<file path="config.mk">
export PLATFORM = sky130hd
export DESIGN_NAME = mem_req_arbiter
export DESIGN_NICKNAME = d
export VERILOG_FILES = /design/src/rtl/mem_req_arbiter_pkg.sv /design/src/rtl/mem_req_arbiter_rr_pick.sv /design/src/rtl/mem_req_arbiter.sv
export SDC_FILE = /design/constraint.sdc
export NUM_CORES = 1
export LEC_CHECK = 0
export ABC_AREA = 0
export BUFFER_PORTS_ARGS = -buffer_cell sky130_fd_sc_hd__buf_2
export CORE_AREA = 5 5 187 189
export DETAILED_ROUTE_END_ITERATION = 10
export DIE_AREA = 0 0 192 194
export GPL_ROUTABILITY_DRIVEN = 0
export PLACE_DENSITY = 0.45
export SLEW_MARGIN = 15
export SYNTH_ARGS = -nofsm -noshare
export SYNTH_HDL_FRONTEND = slang
export SYNTH_HIERARCHICAL = 1
export SYNTH_SLANG_ARGS = --single-unit
</file>
<file path="constraint.sdc">
create_clock -name clk -period 3.95 [get_ports clk]
set_input_delay 1.185 -clock clk [delete_from_list [all_inputs] [get_ports clk]]
set_output_delay 1.185 -clock clk [all_outputs]
set_load 0.01 [all_outputs]
</file>
<file path="src/rtl/mem_req_arbiter_pkg.sv">
// Shared definitions for the N-channel memory request arbiter:
// FSM state codes, priority-mode values and the timeout-disable constant.
package mem_req_arbiter_pkg;

  typedef enum logic [1:0] {
    ST_IDLE    = 2'd0,
    ST_RD_BUSY = 2'd1,
    ST_WR_BUSY = 2'd2,
    ST_DONE    = 2'd3
  } arb_state_t;

  localparam int RR_FIXED = 0;
  localparam int RR_ROUND = 1;
  localparam int TMO_OFF  = 0;

  // Channel index + 1 with wrap, used for the round-robin pointer.
  function automatic int wrap_inc(input int i, input int n);
    return (i + 1 >= n) ? 0 : i + 1;
  endfunction

endpackage

</file>
<file path="src/rtl/mem_req_arbiter_rr_pick.sv">
// Request picker (rr_pick): scans the request vector from the pointer (RR)
// or from channel 0 (fixed) and returns the first requesting channel.
module mem_req_arbiter_rr_pick
  import mem_req_arbiter_pkg::*;
#(
  parameter int NCH     = 3,
  parameter int RR_MODE = 1,
  localparam int PW     = $clog2(NCH)
) (
  input  logic [NCH-1:0] req,
  input  logic [PW-1:0]  ptr,
  output logic [PW-1:0]  idx,
  output logic           any
);

  logic [PW-1:0] c;

  always_comb begin
    idx = '0;
    any = 1'b0;
    c   = '0;
    for (int k = 0; k < NCH; k++) begin
      c = (RR_MODE == RR_ROUND) ? PW'((int'(ptr) + k) % NCH) : PW'(k);
      if (!any && req[c]) begin
        any = 1'b1;
        idx = c;
      end
    end
  end

endmodule

</file>
<file path="src/rtl/mem_req_arbiter.sv">
// N-channel arbiter merging read/write requesters onto one shared memory bus,
// one transaction outstanding, with per-channel completion routing and timeout.
module mem_req_arbiter
  import mem_req_arbiter_pkg::*;
#(
  parameter int NCH     = 3,
  parameter int ADR_W   = 32,
  parameter int DAT_W   = 32,
  parameter int RR_MODE = 1,
  parameter int TMO_CYC = 255
) (
  input  logic                 clk,
  input  logic                 rst_n,
  input  logic [NCH-1:0]       ch_rd_req,
  input  logic [NCH-1:0]       ch_rd_w,
  input  logic [NCH-1:0]       ch_rd_hw,
  input  logic [NCH*ADR_W-1:0] ch_rd_adr,
  input  logic [NCH-1:0]       ch_wr_req,
  input  logic [NCH-1:0]       ch_wr_w,
  input  logic [NCH-1:0]       ch_wr_hw,
  input  logic [NCH*ADR_W-1:0] ch_wr_adr,
  input  logic [NCH*DAT_W-1:0] ch_wr_data,
  output logic [NCH-1:0]       ch_rd_valid,
  output logic [DAT_W-1:0]     ch_rd_data,
  output logic [NCH-1:0]       ch_wr_finish,
  output logic [NCH-1:0]       ch_timeout,
  output logic                 read_req,
  output logic                 read_w,
  output logic                 read_hw,
  output logic [ADR_W-1:0]     read_adr,
  input  logic                 read_valid,
  input  logic [DAT_W-1:0]     read_data,
  output logic                 write_req,
  output logic                 write_w,
  output logic                 write_hw,
  output logic [ADR_W-1:0]     write_adr,
  output logic [DAT_W-1:0]     write_data,
  input  logic                 write_finish
);

  localparam int PW       = $clog2(NCH);
  localparam int TW       = (TMO_CYC < 2) ? 1 : $clog2(TMO_CYC + 1);
  localparam int TMO_LAST = (TMO_CYC > 0) ? TMO_CYC - 1 : 0;

  arb_state_t                 state;
  logic [PW-1:0]              ptr, grant, win;
  logic                       win_vld;
  logic [TW-1:0]              tmo_cnt;
  logic [NCH-1:0]             cand, grant_oh;
  logic [NCH-1:0][ADR_W-1:0]  rd_adr_v, wr_adr_v;
  logic [NCH-1:0][DAT_W-1:0]  wr_data_v;
  logic                       busy, rd_done, wr_done, tmo_hit;

  assign rd_adr_v  = ch_rd_adr;
  assign wr_adr_v  = ch_wr_adr;
  assign wr_data_v = ch_wr_data;
  assign cand      = ch_rd_req | ch_wr_req;

  mem_req_arbiter_rr_pick #(.NCH(NCH), .RR_MODE(RR_MODE)) u_pick (
    .req (cand),
    .ptr (ptr),
    .idx (win),
    .any (win_vld)
  );

  // Completions only count when they match the transaction type in flight;
  // a completion in the last timeout cycle suppresses the abort.
  assign busy     = (state == ST_RD_BUSY) || (state == ST_WR_BUSY);
  assign rd_done  = (state == ST_RD_BUSY) && read_valid;
  assign wr_done  = (state == ST_WR_BUSY) && write_finish;
  assign tmo_hit  = (TMO_CYC != TMO_OFF) && busy && (tmo_cnt == TW'(TMO_LAST))
                    && !rd_done && !wr_done;
  assign grant_oh = NCH'(1) << grant;

  assign ch_rd_valid  = rd_done ? grant_oh : '0;
  assign ch_wr_finish = wr_done ? grant_oh : '0;
  assign ch_timeout   = tmo_hit ? grant_oh : '0;
  assign ch_rd_data   = rd_done ? read_data : '0;

  always_ff @(posedge clk or negedge rst_n) begin
    if (!rst_n) begin
      state      <= ST_IDLE;
      ptr        <= '0;
      grant      <= '0;
      tmo_cnt    <= '0;
      read_req   <= 1'b0;
      read_w     <= 1'b0;
      read_hw    <= 1'b0;
      read_adr   <= '0;
      write_req  <= 1'b0;
      write_w    <= 1'b0;
      write_hw   <= 1'b0;
      write_adr  <= '0;
      write_data <= '0;
    end else begin
      case (state)
        ST_IDLE: if (win_vld) begin
          grant   <= win;
          tmo_cnt <= '0;
          ptr     <= PW'(wrap_inc(int'(win), NCH));
          if (ch_wr_req[win]) begin
            state      <= ST_WR_BUSY;
            write_req  <= 1'b1;
            write_w    <= ch_wr_w[win];
            write_hw   <= ch_wr_hw[win];
            write_adr  <= wr_adr_v[win];
            write_data <= wr_data_v[win];
          end else begin
            state    <= ST_RD_BUSY;
            read_req <= 1'b1;
            read_w   <= ch_rd_w[win];
            read_hw  <= ch_rd_hw[win];
            read_adr <= rd_adr_v[win];
          end
        end
        ST_RD_BUSY, ST_WR_BUSY: begin
          if (rd_done || wr_done || tmo_hit) begin
            state     <= ST_DONE;
            read_req  <= 1'b0;
            write_req <= 1'b0;
          end else begin
            tmo_cnt <= tmo_cnt + 1'b1;
          end
        end
        // Dead cycle so a just-served requester can drop its stale request.
        ST_DONE: state <= ST_IDLE;
        default: state <= ST_IDLE;
      endcase
    end
  end

endmodule
</file>
# Yosys cells after proc, flatten, opt, wreduce, memory -nomap -nowiden
# Cells that the tools add are included.
[op_classes]
add_sub_neg = 4
n_mul = 0
div_mod_pow = 3
n_lt_le_gt_ge = 5
eq_ne = 9
shift = 1
mux = 47
bitwise = 2
reduce_logical = 24
[ops]
columns = ["op", "count"]
rows = [
  ["32-bit binary-select mux with 2-bit select", 3],
  ["32-bit two-way mux", 4],
  ["32-bit by 3-bit modulo with 32-bit output, second input constant", 2],
  ["3-bit by 3-bit modulo with 32-bit output, second input constant", 1],
  ["1-bit binary-select mux with 2-bit select", 8],
  ["1-bit two-way mux", 16],
  ["8-bit two-way mux", 2],
  ["8-bit one-hot mux with 2 select lines", 1],
  ["2-bit two-way mux", 7],
  ["2-bit by 3-bit less-than comparator with 1-bit output, second input constant", 4],
  ["3-bit two-way mux", 3],
  ["3-bit AND reduction", 3],
  ["8-bit by 1-bit adder with 8-bit output, second input constant", 1],
  ["8-bit equality test, second input constant", 1],
  ["2-bit inequality test, second input constant", 4],
  ["4-bit AND reduction", 2],
  ["1-bit logical AND", 7],
  ["2-bit by 1-bit adder with 3-bit output, second input constant", 2],
  ["2-bit one-hot mux with 3 select lines", 1],
  ["2-bit equality test, second input constant", 2],
  ["1-bit zero test", 4],
  ["1-bit one-hot mux with 2 select lines", 2],
  ["2-bit AND reduction", 2],
  ["2-bit by 2-bit adder with 3-bit output, second input constant", 1],
  ["other kinds (10)", 12],
]
[totals]
register_bits = 116
latch_bits = 0
ram_bits = 0
mem_bits_ro = 0
out_inout_bits = 143
word_cells = 108
memories = 0

# Depth between registers and ports, before layout
# Gate-level depths: netlist of run 1.
[logic_depth]
depth_word = 15
ltp_mapped = 14
ltp_nobuf = 10

# Hierarchy
# Netlist of run 1, hierarchy kept.
[modules_own_cells]
columns = ["module", "n_inst", "cells_each", "area_each_um2", "seq_area_each_um2"]
rows = [
  ["mem_req_arbiter", 1, 733, 7080.5, 2902.8],
  ["mem_req_arbiter_rr_pick", 1, 26, 200.2, 0.0],
]

# Worst setup path before layout of run 1
# No wires, ideal clock.
[synth_timing]
path_type = "input -> register"
from = "in ch_wr_req[2]"
to = "reg write_adr[10]"
arrival_ns = 3.387
setup_slack_ns = 0.437
path_stages = 12
path_buffers = 3
cell_sequence = "or2_2 > mux2i_1 > mux2i_1 > a21o_1 > a211oi_1 > buf_2 > mux2i_1 > o21ai_2 > nand3_2 > buf_6 > buf_6 > mux2_4"
[synth_via]
elab_chain_len = 13
elab_cells_between_ends = 22
classes_between = "mux: 16; bitwise: 1; reduce/logical: 5"
[synth_lines]
columns = ["element", "line_no", "rtl"]
rows = [
  ["start, declared", "mem_req_arbiter.sv:18", "input logic [NCH-1:0] ch_wr_req,"],
  ["3-bit OR (*)", "mem_req_arbiter.sv:57", "assign cand = ch_rd_req | ch_wr_req;"],
  ["1-bit binary-select mux with 2-bit select", "mem_req_arbiter_rr_pick.sv:24", "if (!any && req[c]) begin"],
  ["1-bit two-way mux (implied by the code)", "mem_req_arbiter_rr_pick.sv:24", ""],
  ["1-bit two-way mux", "mem_req_arbiter_rr_pick.sv:24", ""],
  ["1-bit zero test", "mem_req_arbiter_rr_pick.sv:24", ""],
  ["1-bit logical AND", "mem_req_arbiter_rr_pick.sv:24", ""],
  ["1-bit two-way mux", "mem_req_arbiter_rr_pick.sv:24", ""],
  ["1-bit zero test", "mem_req_arbiter_rr_pick.sv:24", ""],
  ["1-bit logical AND", "mem_req_arbiter_rr_pick.sv:24", ""],
  ["2-bit two-way mux (*)", "mem_req_arbiter_rr_pick.sv:24", ""],
  ["net win[1]", "mem_req_arbiter.sv:46", "logic [PW-1:0] ptr, grant, win;"],
  ["1-bit binary-select mux with 2-bit select", "mem_req_arbiter.sv:101", "if (ch_wr_req[win]) begin"],
  ["1-bit two-way mux (implied by the code)", "mem_req_arbiter.sv:101", ""],
  ["3-bit AND reduction (no line)", "-", ""],
  ["end signal, assigned", "mem_req_arbiter.sv:106", "write_adr <= wr_adr_v[win];"],
  ["end, declared", "mem_req_arbiter.sv:36", "output logic [ADR_W-1:0] write_adr,"],
]
# Mark *: on every way through the listed nets, which the timed path passes. The rest lies on a longest branch. The select of a mux whose other input is x is not followed.
# A chain may end at the register's enable or synchronous reset.

# Worst setup path in the final report of run 1
[layout_timing]
from = "in ch_wr_req[2]"
to = "reg write_data[14]"
[layout_via]
elab_chain_len = 13
elab_cells_between_ends = 22
classes_between = "mux: 16; bitwise: 1; reduce/logical: 5"
[layout_lines]
columns = ["element", "line_no", "rtl"]
rows = [
  ["3-bit OR (*)", "mem_req_arbiter.sv:57", ""],
  ["net cand[2]", "mem_req_arbiter.sv:49", "logic [NCH-1:0] cand, grant_oh;"],
  ["1-bit binary-select mux with 2-bit select", "mem_req_arbiter_rr_pick.sv:24", ""],
  ["1-bit two-way mux (implied by the code)", "mem_req_arbiter_rr_pick.sv:24", ""],
  ["1-bit two-way mux", "mem_req_arbiter_rr_pick.sv:24", ""],
  ["1-bit zero test", "mem_req_arbiter_rr_pick.sv:24", ""],
  ["1-bit logical AND", "mem_req_arbiter_rr_pick.sv:24", ""],
  ["1-bit two-way mux", "mem_req_arbiter_rr_pick.sv:24", ""],
  ["1-bit zero test", "mem_req_arbiter_rr_pick.sv:24", ""],
  ["1-bit logical AND", "mem_req_arbiter_rr_pick.sv:24", ""],
  ["2-bit two-way mux (*)", "mem_req_arbiter_rr_pick.sv:24", ""],
  ["net win[1]", "mem_req_arbiter.sv:46", ""],
  ["1-bit binary-select mux with 2-bit select", "mem_req_arbiter.sv:101", ""],
  ["1-bit two-way mux (implied by the code)", "mem_req_arbiter.sv:101", ""],
  ["3-bit AND reduction (no line)", "-", ""],
  ["end signal, assigned", "mem_req_arbiter.sv:107", "write_data <= wr_data_v[win];"],
  ["end, declared", "mem_req_arbiter.sv:37", "output logic [DAT_W-1:0] write_data,"],
]
# Marked as above.

==> results of run 1 <==
[worst max-delay path: stages]
cell	delay (ns)
buf_2	0.10
or2_2	0.33
mux2i_1	0.14
mux2i_1	0.14
buf_4	0.17
nor3b_1	0.36
a211oi_4	0.09
mux2i_1	0.37
o21ai_2	0.17
nand3_4	0.14
buf_12	0.27
mux2_2	0.37
[per-stage QoR]
| stage | power (mW) | instance area (um^2) | setup TNS [ns] | hold slack (ns) | utilization |
|---|---|---|---|---|---|
| floorplan | 6.12 | 7280 | 0 | 0.497 | - |
| global placement | 8.31 | 10400 | -3.37 | 0.457 | 0.313 |
| detailed placement | 8.34 | 10400 | -4.91 | 0.467 | 0.313 |
| CTS | 9.87 | 10900 | 0 | 0.482 | 0.330 |
| global route | 10.5 | 10900 | 0 | 0.496 | 0.330 |
| finish | 9.61 | 10900 | 0 | 0.474 | 0.330 |
[registers in the layout (all words and copies together) (netlist names)]
| register | flops |
|---|---|
| read_w | 1 |
| state | 2 |
| write_hw | 1 |
| write_adr | 32 |
| ptr | 2 |
| read_req | 1 |
| write_req | 1 |
| read_hw | 1 |
| tmo_cnt | 8 |
| read_adr | 32 |
| write_data | 32 |
| grant | 2 |
| write_w | 1 |
[per-layer routing]
layer,track usage,wire length [um],vias to the layer above
li1,-,-,3629
met1,0.160,10700,3270
met2,0.248,13600,295
met3,0.0371,2160,19
met4,0.0346,333,2
met5,0,20,-
[placed cells by master (no fill, tap or decap), types with 2 or more instances in the layout]
cell / n
clkbuf_1: 2
or3_1: 2
buf_4: 24
clkinv_2: 2
buf_2: 483
inv_1: 11
clkinv_4: 3
o21ai_0: 103
nand3b_1: 4
or4_1: 4
o31ai_1: 3
and3_1: 32
nand2_1: 109
mux2_4: 40
nand3_1: 5
clkbuf_16: 17
or2_2: 3
clkinvlp_4: 3
nor3_1: 3
a21oi_1: 39
inv_6: 3
o22ai_1: 4
nand4_1: 4
ha_1: 9
dfrtp_1: 116
nor2_1: 42
mux2i_1: 110
buf_12: 8
mux2_2: 31
nand2b_1: 4
o211ai_1: 2
[worst max-delay path by stage]
stage | slack [ns] | from | cells past startpoint | endpoint
final | 0.34 | ch_wr_req[2] | 12 | write_data[14]
after global routing | 0.11 | ch_wr_req[2] | 11 | write_data[15]
after CTS | 0.31 | ch_wr_req[2] | 12 | write_data[14]
after detailed placement | -0.13 | ch_wr_req[2] | 12 | write_data[14]
after global placement | -0.10 | ch_wr_req[2] | 11 | write_data[14]
after floorplan | 0.44 | ch_wr_req[2] | 12 | write_adr[10]
[where the power goes]
group | switching [mW] | total [mW] | internal [mW]
clock | 0.598 | 1.47 | 0.875
combinational | 3.28 | 6.07 | 2.79
sequential | 0.303 | 2.06 | 1.76
total | 4.18 | 9.61 | 5.42
[synthesized netlist by cell type (all sizes together)]
master     n  area share
dfrtp    116        0.40
mux2i    110        0.15
nand2    109       0.056
o21ai    106       0.073
mux2      71        0.13
nor2      42       0.022
a21oi     39       0.027
and3      32       0.027
buf       31       0.026
clkbuf    28       0.014
inv       11      0.0057
ha         9       0.015
nand3      6      0.0048
nand2b     4      0.0034
nand3b     4      0.0041
nand4      4      0.0034
o22ai      4      0.0034
or4        4      0.0041
nor3       3      0.0021
o31ai      3      0.0031
or2        3      0.0026
or3        3      0.0027
nor2b      2      0.0017
o2111ai    2      0.0024
o211ai     2      0.0021
a211oi     1      0.0010
a21o       1      0.0010
a22o       1      0.0012
a22oi      1      0.0017
a31o       1      0.0012
and2       1     0.00086
and4       1      0.0012
nor3b      1      0.0010
nor4b      1      0.0012
o22a       1      0.0012
o41ai      1      0.0012
[logic make-up (layout without fill, tap and decap cells)]
group,count (synthesis),count (layout),synth area share
buffers and inverters,70,558,0.0457
multiplexers,181,181,0.282
AO/OA/AOI/OAI,163,163,0.120
adder cells (fa/ha/maj),9,9,0.0155
flip-flops,116,116,0.399
AND/OR/NAND/NOR,220,220,0.139
other,0,1,0
[area by class of cell]
| class | instances | area, um^2 | area share |
|---|---|---|---|
| multi-input combinational | 573 | 4100 | 0.375 |
| sequential | 116 | 2900 | 0.266 |
| timing repair buffer | 515 | 2760 | 0.252 |
| tap | 448 | 561 | 0.0513 |
| clock buffer | 19 | 433 | 0.0396 |
| clock inverter | 13 | 126 | 0.0116 |
| inverter | 11 | 41.3 | 0.00378 |
| antenna | 1 | 2.50 | 0.000229 |
==> metrics.cfg, run 1 <==
[clocking]
cts_resized=0
cts_buffers=17
holdBufCountCts=0
clock_sinks=116
cts.htree.levels=4
cts-root-buf=clkbuf_16
postCtsSetupBuffers=0
clk_pin_slew_ns=0.06
clockBufferDepth=2
cts_tree=built
insertion_delay_ns=0.40

[synth]
ys_types=42
ys_seq_area_frac=0.399
syn-num-nets=1110
syn_inst=759
ys_warn_count=6
mappedNetlistArea_mm2=0.00728
ys_ff_latch=116
syn_avg_cell_area_um2=9.59

[sta]
slew_violations=0
finalSetupViolCount=0
setup_slack_ns=0.342
worst_pin_slew_ns=0.751
finClkSkew_ns=0.00939
finalHoldViolCount=0
fin_crit_sh=0.913
rsz0062_at_grt=false
fmax_ghz=0.277
fin_crit_ns=3.61
slew_headroom=0.500

[detailed_routing]
wl_um=26800
drt_iter0_drc=181
drt-wirelength-per-cell_um=15.8
vias_per_cell=4.25
drc_errors=0
postRouteAntennaNets=0
drt-pass1-iter-count=6
vias=7215

[layout]
fin_nets=1585
area_growth_pct=50.1
drive_gt1_frac=0.504
final_cells=1696
fillCellCount=3505

[critical_path]
crit_arrival_ns=3.89
worstPathRequired_ns=4.24
end_kind=register
reg2regPathDepth=11
r2r-end=write_data[14]
reg2reg_slack_ns=0.64
path_class=input pin to register
cp_max_fo=39
rr_startpoint=ptr[0]
startpoint_type=input pin

[place]
pre_cts_ws_ns=-0.130
port-buffer-count=484
hpwlAfterDp_um=21800
dp.cells=1663

[pwr]
power_density_mw_per_mm2=879
ir_drop_uv=449
p_leak_nw=5.71

[floorplan]
die_h_um=194
initial_core_util=0.220
ios=485
die_area_mm2=0.0372
rows=67
coreArea_mm2=0.0331
die_w_um=192

[grt]
track_usage=0.137
grt_pass1_wl_um=41000
grt_pass1_vias=7569
grt_overflow=0
antenna_found_initial=2
grt_max_degree=55

[hold_path]
min_path_type=register to register
holdPathStages=2
hold_start=read_hw
hold_end=read_hw

[job]
timing.max_cap.violations=0

[outcome]
outcome=complete, no violations

No activity file was read; power rests on OpenSTA's default activity.
==> inputs of run 2 (changes only) <==
--- a/config.mk
+++ b/config.mk
@@ -5,11 +5,11 @@
 export SDC_FILE = /design/constraint.sdc
 export NUM_CORES = 1
 export LEC_CHECK = 0
-export ABC_AREA = 0
+export ABC_AREA = 1
 export BUFFER_PORTS_ARGS = -buffer_cell sky130_fd_sc_hd__buf_2
-export CORE_AREA = 5 5 187 189
+export CORE_AREA = 5 5 186 188
 export DETAILED_ROUTE_END_ITERATION = 10
-export DIE_AREA = 0 0 192 194
+export DIE_AREA = 0 0 191 193
 export GPL_ROUTABILITY_DRIVEN = 0
 export PLACE_DENSITY = 0.45
 export SLEW_MARGIN = 15
==> metrics.cfg, run 2 <==
[synth]
async_flop_share=1.00
mappedNetlistArea_mm2=0.00723
yosys.area.top_type_share=0.401
ys_ff_latch=116
syn_avg_cell_area_um2=6.36
ys_types=27
yosysMostFrequentCell=nand2_1
ys_seq_area_frac=0.401
ys_top_cells_by_count=nand2_1 (640), nand3_1 (122), dfrtp_1 (116), nor2_1 (58), inv_1 (56)
syn_inst=1137
synth_top_area_cell=dfrtp_1
synth-edff-count=0
ys_warn_count=6
synth.area.top_cells=dfrtp_1 (40%), nand2_1 (33%), nand3_1 (8.4%), nor2_1 (3.0%), inv_1 (2.9%)
syn-num-nets=1488
synth_ff_type=dfrtp_1

[layout]
final_common_cell=nand2_1
fin_nets=1949
final_area_mm2=0.0108
area_growth_pct=49.0
fillCellCount=3696
drive_gt1_frac=0.344
largestRegisters=read_adr x32, write_adr x32, write_data x32
final_cells=2062
final_cell_mix=nand2_1 (640), buf_2 (483), nand3_1 (122)

[detailed_routing]
vias_per_cell=4.24
drc_errors=0
drt_iter0_drc=315
postRouteAntennaNets=0
drt-wirelength-per-cell_um=15.4
wl_um=31800
drt-pass1-iter-count=4
vias=8742

[critical_path]
worst_path_largest_cell_delay_ns=0.14
cp_max_fo=5
cp_slowest_cell=nand2_1
cp-startpoint=write_finish
path_class=input pin to primary output
end_kind=primary output
worstPathRequired_ns=2.76
path_cells=buf_2 -> nand2_1 -> nand2_1 -> inv_1 -> nand3_1 -> nor2_1 -> buf_2
startpoint_type=input pin
crit_arrival_ns=1.99
rr_startpoint=ptr[0]

[outcome]
outcome=complete, no violations

[floorplan]
ios=485
die_h_um=193
initial_core_util=0.219
rows=67
coreArea_mm2=0.0329
die_area_mm2=0.0369
die_w_um=191

[clocking]
holdBufCountCts=0
clk_pin_slew_ns=0.05
cts_tree=built
postCtsSetupBuffers=0
insertion_delay_ns=0.41
cts_buffers=17
cts.htree.levels=4
clockBufferDepth=2
clock_sinks=116
cts-root-buf=clkbuf_16
cts_resized=0

[place]
port-buffer-count=484
dp.cells=2027
placed_cell_area_mm2=0.0101
pre_cts_ws_ns=0.323
hpwlAfterDp_um=24700

[hold_path]
min_path_type=register to register
hold_start=read_adr[19]

[sta]
slew_violations=0
slew_headroom=0.471
finClkSkew_ns=0.0112
fmax_ghz=0.315
rsz0062_at_grt=false
setup_slack_ns=0.774
finalHoldViolCount=0
fin_crit_ns=3.18
finalSetupTns_ns=0
finalSetupViolCount=0
fin_crit_sh=0.804
worst_pin_slew_ns=0.794

[pwr]
power_density_mw_per_mm2=884
p_leak_nw=6.37
ir_drop_uv=708

[grt]
grt_overflow=0
grt_max_degree=102
grt_pass1_wl_um=46700
grt_pass1_vias=8491
antenna_found_initial=1
track_usage=0.162

[job]
timing.max_cap.violations=0

==> run 2: cell count changes after synthesis, moves of 6 or more <==
cell      change
nand3_1     +117
mux2_4       -40
inv_2         +6
clkbuf_1     -12
mux2i_1     -109
buf_4         +9
a21oi_1      -35
mux2_2       -31
o21ai_0      -69
nand2_1     +531
and3_1       -32
nor2_1       +16
inv_1        +45
==> run 2: area by class of cell <==
class / count / area, um^2 / area share
Multi-Input combinational cell: 900 / 3800 / 0.352
Sequential cell: 116 / 2900 / 0.270
Timing Repair Buffer: 501 / 2640 / 0.245
Tap cell: 448 / 561 / 0.0520
Clock buffer: 18 / 429 / 0.0398
Inverter: 62 / 233 / 0.0216
Clock inverter: 14 / 201 / 0.0187
Antenna cell: 3 / 7.51 / 0.000697
==> run 2: cell families after synthesis <==
logic type               after synthesis  synth area share
multiplexers                           1           0.00138
buffers and inverters                121            0.0760
AND/OR/NAND/NOR                      843             0.471
adder cells (fa/ha/maj)                9            0.0156
flip-flops                           116             0.401
AO/OA/AOI/OAI                         44            0.0306
XOR/XNOR                               3           0.00363
==> run 2: layer usage <==
layer | vias to the layer above | share of wire | GRT usage | wire, um
li1 | 4435 | - | - | -
met1 | 3951 | 0.41 | 0.196 | 13100
met2 | 332 | 0.50 | 0.280 | 15800
met3 | 24 | 0.076 | 0.0479 | 2420
met4 | 0 | 0.018 | 0.0450 | 561
met5 | - | 0 | 0 | 0
==> run 2: final timing paths <==
path,to,slack (ns),cells past startpoint
max reg2reg,write_data[21],1.09,18
min reg2reg,read_adr[19],0.47,2
min in group asynchronous,read_adr[11],0.84,1
min,read_adr[19],0.47,2
max,ch_timeout[2],0.77,7
max in group asynchronous,write_data[28],2.39,2
==> run 2: per-stage QoR <==
| step | util | hold WS (ns) | total power [mW] |
|---|---|---|---|
| CTS | 0.327 | 0.474 | 9.76 |
| finish | 0.327 | 0.469 | 9.52 |
| floorplan | - | 0.474 | 5.84 |
| global placement | 0.308 | 0.458 | 8.03 |
| global route | 0.327 | 0.495 | 10.5 |
| detailed placement | 0.308 | 0.460 | 8.03 |
==> run 2: critical path, delay by kind of cell <==
family / cells / cell delay, ns
buf+inv: 3 / 0.31
simple gates: 4 / 0.50
==> run 2: where the power goes <==
| part | total [mW] | internal (mW) | switching (mW) |
|---|---|---|---|
| registers | 2.00 | 1.73 | 0.268 |
| logic | 5.85 | 1.92 | 3.92 |
| clock network | 1.68 | 1.06 | 0.612 |
| total | 9.52 | 4.72 | 4.80 |
==> inputs of run 3 (changes only) <==
==> constraint.sdc (replaced) <==
create_clock -name clk -period 3.1 [get_ports clk]
set_input_delay 0.93 -clock clk [delete_from_list [all_inputs] [get_ports clk]]
set_output_delay 0.93 -clock clk [all_outputs]
set_load 0.01 [all_outputs]
==> metrics.cfg, run 3 (synthesis results as in run 2) <==
[outcome]
outcome=complete, no violations

[critical_path]
path_class=register to primary output
worst_path_largest_cell_delay_ns=0.42
worstPathRequired_ns=2.17
crit_arrival_ns=1.93
cp_max_fo=7
startpoint_type=register
critPathMostFrequentCell=nor2_1
path_cells=inv_1 -> ha_2 -> nand2_1 -> nor2_1 -> nand3_1 -> nor2_1 -> buf_2
end_kind=primary output
cp_slowest_cell=ha_2

[layout]
area_growth_pct=52.9
drive_gt1_frac=0.355
largestRegisters=read_adr x32, write_adr x32, write_data x32
final_cells=2086
fin_nets=1974
postLayoutCoreUtil=0.336
final_cell_mix=nand2_1 (640), buf_2 (483), nand3_1 (122)
final_common_cell=nand2_1

[clocking]
clockBufferDepth=2
cts_buffers=17
clock_sinks=116
cts.htree.levels=4
insertion_delay_ns=0.40
cts_tree=built
clk_pin_slew_ns=0.06
cts-root-buf=clkbuf_16

[sta]
finalHoldViolCount=0
fmax_ghz=0.349
slew_violations=0
fin_crit_ns=2.86
finalSetupViolCount=0
rsz0062_at_grt=false
setup_slack_ns=0.238
fin_crit_sh=0.923
slew_headroom=0.410
finClkSkew_ns=0.0119
worst_pin_slew_ns=0.885

[grt]
grt_pass1_vias=8508
antenna_found_initial=2
grt_max_degree=117
track_usage=0.163
grt_pass1_wl_um=47100
grt_overflow=0

[pwr]
fin_total_pwr_mw=12.8
p_leak_nw=6.53
ir_drop_uv=455
power_density_mw_per_mm2=1160

[detailed_routing]
drc_errors=0
drt-pass1-iter-count=4
postRouteAntennaNets=0
vias_per_cell=4.24
drt-wirelength-per-cell_um=15.4
drt_iter0_drc=342
vias=8849
wl_um=32100

[job]
timing.max_cap.violations=0

[place]
hpwlAfterDp_um=25400
pre_cts_ws_ns=-0.0840
port-buffer-count=484
dp.cells=2052

[floorplan]
initial_core_util=0.219
die_area_mm2=0.0369
coreArea_mm2=0.0329
die_w_um=191
ios=485
die_h_um=193
rows=67

[hold_path]
min_path_type=register to register

## run 3: cell types whose count changed in the layout (fill, tap and decap cells not counted), sizes merged
cell,previous run,this run
buf,501,526
diode,3,2
clkbuf,18,19
clkinvlp,2,1
## run 3: where the power goes
group	switching, mW	total, mW	internal (mW)
combinational	5.15	8.12	2.98
clock	0.765	2.15	1.38
sequential	0.346	2.55	2.21
total	6.26	12.8	6.56
## run 3: final cells by class
type,instances,area [um^2]
diodes,2,5.00
well taps,448,561
inverters,62,233
clock inverters,13,198
flip-flops and latches,116,2900
fillers,3686,21900
multi-input cells,900,3800
clock buffers,19,443
repair buffers,526,2920
## run 3: final timing paths
check	endpoint	start	cells past startpoint	slack, ns
setup / recovery	ch_timeout[1]	state[1]	7	0.24
hold / removal	write_data[17]	write_data[17]	2	0.47
setup reg to reg	tmo_cnt[6]	ptr[0]	13	0.38
hold reg to reg	write_data[17]	write_data[17]	2	0.47
max in group asynchronous	read_adr[23]	rst_n	2	1.99
min in group asynchronous	read_adr[4]	rst_n	2	0.62
## run 3: timing repair
action / CTS / global route
gates resized for setup: 0 / 1
endpoints found under the setup margin: 0 / 3
setup buffers: 0 / 0
hold buffers: 0 / 0
## run 3: worst max-delay path, delay by kind of cell (launching register included)
kind                       cells  cell delay, ns
adders and majority gates      1            0.42
buffers and inverters          2            0.24
DFF                            1            0.38
and+or+nand+nor                4            0.49
## run 3: through the flow
stage	hold slack (ns)	area [um^2]	TNS [ns]
after floorplan	0.474	7230	0
after global placement	0.457	10400	-0.0742
after detailed placement	0.459	10400	-1.44
after CTS	0.476	11000	0
after global routing	0.485	11100	0
final	0.470	11100	0
## run 3: layer usage
| layer | GRT usage | share of wire | vias to the layer above |
|---|---|---|---|
| met3 | 0.0438 | 0.080 | 37 |
| met5 | 0 | 0 | - |
| met1 | 0.203 | 0.41 | 3987 |
| met2 | 0.278 | 0.48 | 332 |
| met4 | 0.0506 | 0.022 | 0 |
| li1 | - | - | 4493 |
